==> src/rtl/sprite_anim_ctrl.sv <==
// Sprite ROM address pipeline and idle-animation frame sequencer.
// Two-stage scan-to-address path plus a frame/hold counter FSM in the vga_clk domain.
module sprite_anim_ctrl #(
   parameter int SPR_W      = 64,
   parameter int SPR_H      = 96,
   parameter int NUM_FRAMES = 5,
   parameter int HOLD_TICKS = 6
) (
   input  logic        vga_clk,
   input  logic        reset,
   input  logic        frame_tick,
   input  logic        anim_en,
   input  logic        freeze,
   input  logic        restart,
   input  logic        flip,
   input  logic [9:0]  draw_x,
   input  logic [9:0]  draw_y,
   input  logic [9:0]  pos_x,
   input  logic [9:0]  pos_y,
   output logic [14:0] rom_address,
   output logic        sprite_hit,
   output logic [2:0]  frame_idx
);

   localparam int AW = 15;
   localparam int XW = $clog2(SPR_W);
   localparam int YW = AW - XW;
   localparam int HW = $clog2(HOLD_TICKS);

   localparam logic [10:0]   W11       = 11'(SPR_W);
   localparam logic [10:0]   H11       = 11'(SPR_H);
   localparam logic [AW-1:0] FRAME_SZ  = AW'(SPR_W * SPR_H);
   localparam logic [2:0]    FRAME_MAX = 3'(NUM_FRAMES - 1);
   localparam logic [HW-1:0] HOLD_MAX  = HW'(HOLD_TICKS - 1);

   typedef enum logic [1:0] {
      IDLE   = 2'd0,
      PLAY   = 2'd1,
      FROZEN = 2'd2
   } state_t;

   state_t          state_q, state_n;
   logic [2:0]      frame_n;
   logic [HW-1:0]   hold_cnt, hold_n;
   logic [AW-1:0]   frame_base, base_n;

   logic [10:0]     dx_n, dy_n;
   logic            hit_n;
   logic [XW-1:0]   dx_r;
   logic [YW-1:0]   dy_r;
   logic            hit_r;
   logic [XW-1:0]   col;
   logic [AW-1:0]   row_off;
   logic [AW-1:0]   addr_n;

   // MSB of the 11-bit difference is the borrow: scan left of / above the sprite.
   always_comb begin
      dx_n  = {1'b0, draw_x} - {1'b0, pos_x};
      dy_n  = {1'b0, draw_y} - {1'b0, pos_y};
      hit_n = ~dx_n[10] & ~dy_n[10] & (dx_n < W11) & (dy_n < H11);
   end

   // SPR_W is a power of two, so SPR_W-1-dx is just the bitwise complement.
   always_comb begin
      col     = flip ? ~dx_r : dx_r;
      row_off = {dy_r, {XW{1'b0}}};
      addr_n  = frame_base + row_off + AW'(col);
   end

   always_ff @(posedge vga_clk) begin
      if (reset) begin
         dx_r        <= '0;
         dy_r        <= '0;
         hit_r       <= 1'b0;
         rom_address <= '0;
         sprite_hit  <= 1'b0;
      end else begin
         dx_r        <= dx_n[XW-1:0];
         dy_r        <= dy_n[YW-1:0];
         hit_r       <= hit_n;
         rom_address <= hit_r ? addr_n : '0;
         sprite_hit  <= hit_r;
      end
   end

   always_ff @(posedge vga_clk) begin
      if (reset) begin
         state_q    <= IDLE;
         frame_idx  <= '0;
         hold_cnt   <= '0;
         frame_base <= '0;
      end else begin
         state_q    <= state_n;
         frame_idx  <= frame_n;
         hold_cnt   <= hold_n;
         frame_base <= base_n;
      end
   end

   always_comb begin
      state_n = state_q;
      frame_n = frame_idx;
      hold_n  = hold_cnt;
      base_n  = frame_base;
      if (!anim_en) begin
         state_n = IDLE;
         frame_n = '0;
         hold_n  = '0;
         base_n  = '0;
      end else begin
         unique case (state_q)
            IDLE: state_n = PLAY;
            PLAY: begin
               if (restart) begin
                  frame_n = '0;
                  hold_n  = '0;
                  base_n  = '0;
               end else if (freeze) begin
                  state_n = FROZEN;
               end else if (frame_tick) begin
                  if (hold_cnt == HOLD_MAX) begin
                     hold_n = '0;
                     if (frame_idx == FRAME_MAX) begin
                        frame_n = '0;
                        base_n  = '0;
                     end else begin
                        frame_n = frame_idx + 3'd1;
                        base_n  = frame_base + FRAME_SZ;
                     end
                  end else begin
                     hold_n = hold_cnt + 1'b1;
                  end
               end
            end
            FROZEN: begin
               if (restart) begin
                  frame_n = '0;
                  hold_n  = '0;
                  base_n  = '0;
               end else if (!freeze) begin
                  state_n = PLAY;
               end
            end
            default: state_n = IDLE;
         endcase
      end
   end

endmodule

==> config.mk <==
export PLATFORM = sky130hd
export DESIGN_NAME = sprite_anim_ctrl
export DESIGN_NICKNAME = d
export VERILOG_FILES = /design/src/rtl/sprite_anim_ctrl.sv
export SDC_FILE = /design/constraint.sdc
export NUM_CORES = 1
export LEC_CHECK = 0
export ABC_AREA = 1
export CAP_MARGIN = 20
export CORE_MARGIN = 4
export CORE_UTILIZATION = 50
export DETAILED_ROUTE_END_ITERATION = 10
export GPL_ROUTABILITY_DRIVEN = 0
export HOLD_SLACK_MARGIN = 0.05
export PLACE_DENSITY_LB_ADDON = 0.25
export SKIP_CTS_REPAIR_TIMING = 1
export SYNTH_ARGS = -nofsm -noshare
export SYNTH_HDL_FRONTEND = slang
export SYNTH_SLANG_ARGS = --single-unit
==> constraint.sdc <==
create_clock -name vga_clk -period 2.1 [get_ports vga_clk]
set_input_delay 0.21 -clock vga_clk [delete_from_list [all_inputs] [get_ports vga_clk]]
set_output_delay 0.21 -clock vga_clk [all_outputs]
set_load 0.01 [all_outputs]
# Word level (Yosys, flattened, before mapping)
# Index checks and enable logic that the tools add are counted.
[totals]
reg_bits = 55
[op_classes]
addsub = 7
order_cmp = 2
eq_ne = 12
mux = 25
bitwise_logic = 8
reduce_logical = 7
[op_table]
columns = ["op", "count"]
rows = [
  ["$mux 15", 6],
  ["$mux 3", 10],
  ["$pmux 15 s2", 1],
  ["$lt 11x7->1 const B", 2],
  ["$sub 10x10->11", 2],
  ["$add 15x13->15 const B", 1],
  ["$add 15x15->15", 1],
  ["$add 15x6->15", 1],
  ["$pmux 3 s2", 2],
  ["$ne 2x2->1 const B", 5],
  ["$ne 3x3->1 const B", 3],
  ["$mux 2", 4],
  ["$reduce_and 4->1", 2],
  ["$add 3x1->3 const B", 2],
  ["$eq 3x3->1 const B", 2],
  ["$mux 6", 1],
  ["$not 6->6", 1],
  ["$pmux 2 s3", 1],
  ["$reduce_and 5->1", 1],
  ["$not 1->1", 4],
  ["$reduce_or 2->1", 2],
  ["$and 1x1->1", 3],
  ["$eq 2x1->1 const B", 1],
  ["$eq 2x2->1 const B", 1],
  ["2 further kinds", 2],
]

# Depth between registers and ports, before layout
[logic_depth]
ltp_word = 7
mapped_depth = 14

# Least setup slack after synthesis
# Ideal clock, no wire load.
[synth_path]
path_type = "input -> register"
startpoint = "input port draw_y[0]"
endpoint = "register hit_r"
t_arrival_ns = 1.505
t_required_ns = 1.989
path_slack_ns = 0.483
stages = 11
path_buffers = 0
path_cell_list = "inv_1 ha_1 fa_1 nand3b_1 nand2_1 nand2_1 a21o_1 nand2_1 nand2_1 nand3_1 nor2_1"
[synth_between]
elab_chain_len = 5
[synth_lines]
columns = ["item", "line", "text"]
rows = [
  ["start: declaration", "17", "input logic [9:0] draw_y,"],
  ["$sub 10x10->11 (*)", "59", "dy_n = {1'b0, draw_y} - {1'b0, pos_y};"],
  ["branches (longest 3 deep; another with $lt 11x7->1)", "n/a", ""],
  ["$and 1x1->1 (*)", "60", "hit_n = ~dx_n[10] & ~dy_n[10] & (dx_n < W11) & (dy_n < H11);"],
  ["end signal: assignment", "80", "hit_r <= hit_n;"],
  ["end: declaration", "51", "logic hit_r;"],
]
# Mark *: on every way between the ends.
# A chain may end at the register's enable or synchronous reset.

# Final worst setup path
# Ends and elaborated chain as after synthesis.

==> flow_summary_export.csv <==
group,metric,value,unit
final_layout,fill_cells,483,
sta,period_share,0.902,
final_layout,post-route-util,0.668,
synthesis,synth_seq_cells,44,
die,die_h,83.1,um
final_layout,areaGrowthSynthToFinish,30.2,%
synthesis,synthCells,423,
synthesis,seq_area_frac_synth,0.312,
sta,timing.fmax,528,MHz
power,swShare,0.286,
power,max-vdd-ir-drop,0.000326,V
setup_path,cp_num_buf_inv,2,
setup_path,crit_chain,"clkdlybuf4s50_1 -> inv_1 -> ha_1 -> fa_1 -> nand3b_1 -> nand2_1 -> nand2_1 -> a21o_1 -> nand2_1 -> nand2_1 -> nand3_1 -> nor2_1",
setup_path,regToRegSetupSlack,0.69,ns
clock_tree,clk_latency,0.29,ns
setup_path,timing.rr.end,"frame_base[13]$_SDFFE_PP0P_",
detailed_routing,drc,0,
synthesis,netlist_top_cells_area,"dfxtp_1, nand2_1, ha_1",
power,clkPwrFrac,0.273,
synthesis,syn-cell-area,2820,um2
global_routing,grt_pass1_wl,10.3,mm
power,combPwrFrac,0.265,
detailed_routing,wl_met1,2.68,mm
synthesis,synth_largest_area_cell,"dfxtp_1",
placement,placed_cells,563,
flow_run,maxCapViolCount,0,
detailed_routing,wl,6.07,mm
setup_path,path_class,"primary input to register",
die,start_util,0.513,
global_routing,grt_pass1_vias,2514,
setup_path,cp_slowest_stage_delay,0.47,ns
global_routing,grt_max_degree,13,
clock_tree,htreeDepth,2,
detailed_routing,drt-pass1-iter-count,4,
power,finalPower,0.00192,W
clock_tree,cts.path.max_buffers,2,
sta,whs,0.433,ns
setup_path,start_kind,"primary input",
die,core,5510,um2
sta,slew_viol_final,0,
power,powerDensity,522,nW/um2
final_layout,finalNonFillerCells,571,
clock_tree,cts_buffers,5,
global_routing,overflow,0,
setup_path,cp_max_fo,3,
clock_tree,clk_pin_slew_worst_paths,0.07,ns
setup_path,r2r-start,"hold_cnt[0]$_SDFFE_PP0P_",
detailed_routing,wl_met2,2.98,mm
synthesis,netlist.area_leader.share,0.312,
setup_path,endpoint_kind,"register",
min_path,worstHoldStart,"dy_r[1]$_SDFF_PP0_",
final_layout,antennaDiodeCount,0,
setup_path,reg2regPathDepth,7,
die,rows,27,
detailed_routing,drtIter0Drc,89,
detailed_routing,routedWlPerCell,10.6,um
sta,fin_crit,1.89,ns
run_status,status,"complete, no violations",
synthesis,synth_nets,499,
sta,rsz0062_at_grt,"false",
sta,hold_violations,0,
clock_tree,tritoncts,"done",
global_routing,antenna_found_initial,0,
placement,dp_hpwl,5.10,mm
clock_tree,cts_root_buf,"clkbuf_8",
placement,io_buffers,65,
synthesis,syn_avg_cell_area,6.67,um2
setup_path,cp.required,2.30,ns
detailed_routing,vias,2748,
setup_path,path_common_cell,"nand2_1",
min_path,min_to,"rom_address[7]$_SDFF_PP0_",
power,p_int,0.00137,W
setup_path,crit_path_start,"draw_y[0]",
min_path,worstHoldPathType,"register to register",
final_layout,nNetsFinal,574,
die,die_w,83.1,um
power,p_sw,0.000548,W
sta,setup_viol,0,
synthesis,netlist-cell-type-count,36,
synthesis,yosysWarnings,0,
detailed_routing,route.met3.wl,322,um
sta,setup_tns,0,ns
die,die-area,6910,um2
global_routing,grtUsageTotal,0.175,
detailed_routing,antenna_left,0,
setup_path,slowest_stage,"clkdlybuf4s50_1",
setup_path,cp_top_family,"adder cells",
detailed_routing,viasPerCell,4.81,
sta,skew,0.00436,ns
power,p_leak,1.82,nW
final_layout,drive_gt1_frac,0.0381,
detailed_routing,top_layer_used,"met4",
die,pin_count,66,
setup_path,critical_path_arrival,2.09,ns
clock_tree,cts_num_sinks,44,
min_path,whs_path_depth,2,
power,seq_power_share,0.463,
==> through the flow <==
step / cell area, um2 / setup slack [ns]
floorplan: 2820 / 0.483
global placement: 3590 / -0.0513
detailed placement: 3590 / -0.0948
CTS: 3680 / 0.215
global route: 3680 / 0.0609
finish: 3680 / 0.207
==> Yosys cell counts <==
cell type and instances:
a211oi_1 1, a21o_1 2, a21oi_1 38, a31oi_1 1, a32oi_1 1, and2_1 1, and3_1 1, buf_6 1
clkbuf_1 1, clkinv_1 1, conb_1 1, dfxtp_1 44, fa_1 2, ha_1 27, inv_1 82, inv_2 2
nand2_1 96, nand2_2 1, nand3_1 23, nand3_2 1, nand3b_1 1, nand4_1 2, nor2_1 53, nor3_1 4
nor3b_1 2, nor4_1 1, o2111ai_1 1, o211ai_1 1, o21a_1 1, o21ai_0 16, o21ai_2 1, o21bai_1 4
or2_2 1, xnor2_1 2, xor2_1 4, xor2_2 2
==> worst max-delay path by stage <==
stage | to | depth (start not counted)
after floorplan | hit_r$_SDFF_PP0_ | 11
after global placement | hit_r$_SDFF_PP0_ | 12
after detailed placement | hit_r$_SDFF_PP0_ | 12
after CTS | hit_r$_SDFF_PP0_ | 12
after global routing | hit_r$_SDFF_PP0_ | 14
final | hit_r$_SDFF_PP0_ | 12
==> layer usage <==
| layer | track usage | vias to the layer above |
|---|---|---|
| li1 | - | 1478 |
| met1 | 0.200 | 1188 |
| met2 | 0.323 | 75 |
| met3 | 0.0327 | 7 |
| met4 | 0.0609 | 0 |
| met5 | 0 | - |
==> state kept, by name (all words and copies together), names as in the netlist <==
signal	count
dx_r	6
rom_address	15
dy_r	9
sprite_hit	1
frame_idx	3
hit_r	1
state_q	2
hold_cnt	3
frame_base	4
==> final cells by class <==
class / instances / area (um2) / area share
tap: 72 / 90.1 / 0.0245
inverter: 85 / 319 / 0.0868
multi-input combinational: 292 / 1610 / 0.437
sequential: 44 / 881 / 0.240
clock buffer: 8 / 90.1 / 0.0245
timing repair buffer: 70 / 688 / 0.187
==> power by group through the flow <==
stage | clock [W] | combinational [W] | sequential [W]
finish | 0.000523 | 0.000508 | 0.000888
global route | 0.000566 | 0.000578 | 0.000891
CTS | 0.000545 | 0.000505 | 0.000888
detailed placement | 0 | 0.000501 | 0.000908
global placement | 0 | 0.000490 | 0.000906
floorplan | 0 | 0.000333 | 0.000904
==> tightest hold or removal path, cell delays in order, from the launching register on <==
cell     delay (ns)
dfxtp_1        0.31
inv_1          0.05
nor2_1         0.03
==> placed cells by master, fill, tap and decap left out, drive strengths merged, types with 2 or more instances in the layout <==
master	n
xnor2	2
xor2	6
nand3	24
o21ai	17
buf	5
ha	27
nor3	4
nor2	53
clkbuf	8
a21o	2
nand2	97
dfxtp	44
o21bai	4
fa	2
a21oi	38
nand4	2
clkdlybuf4s50	65
inv	84
nor3b	2
==> logic make-up after synthesis <==
logic type | after synthesis | synth area share
AOI/OAI and AO/OA | 67 | 0.131
xor gates and xnor gates | 8 | 0.0301
other | 1 | 0.00133
adders and majority gates | 29 | 0.134
buffers and inverters | 87 | 0.118
DFF | 44 | 0.312
and+or+nand+nor | 187 | 0.273
(Power assumes the default switching activity.)
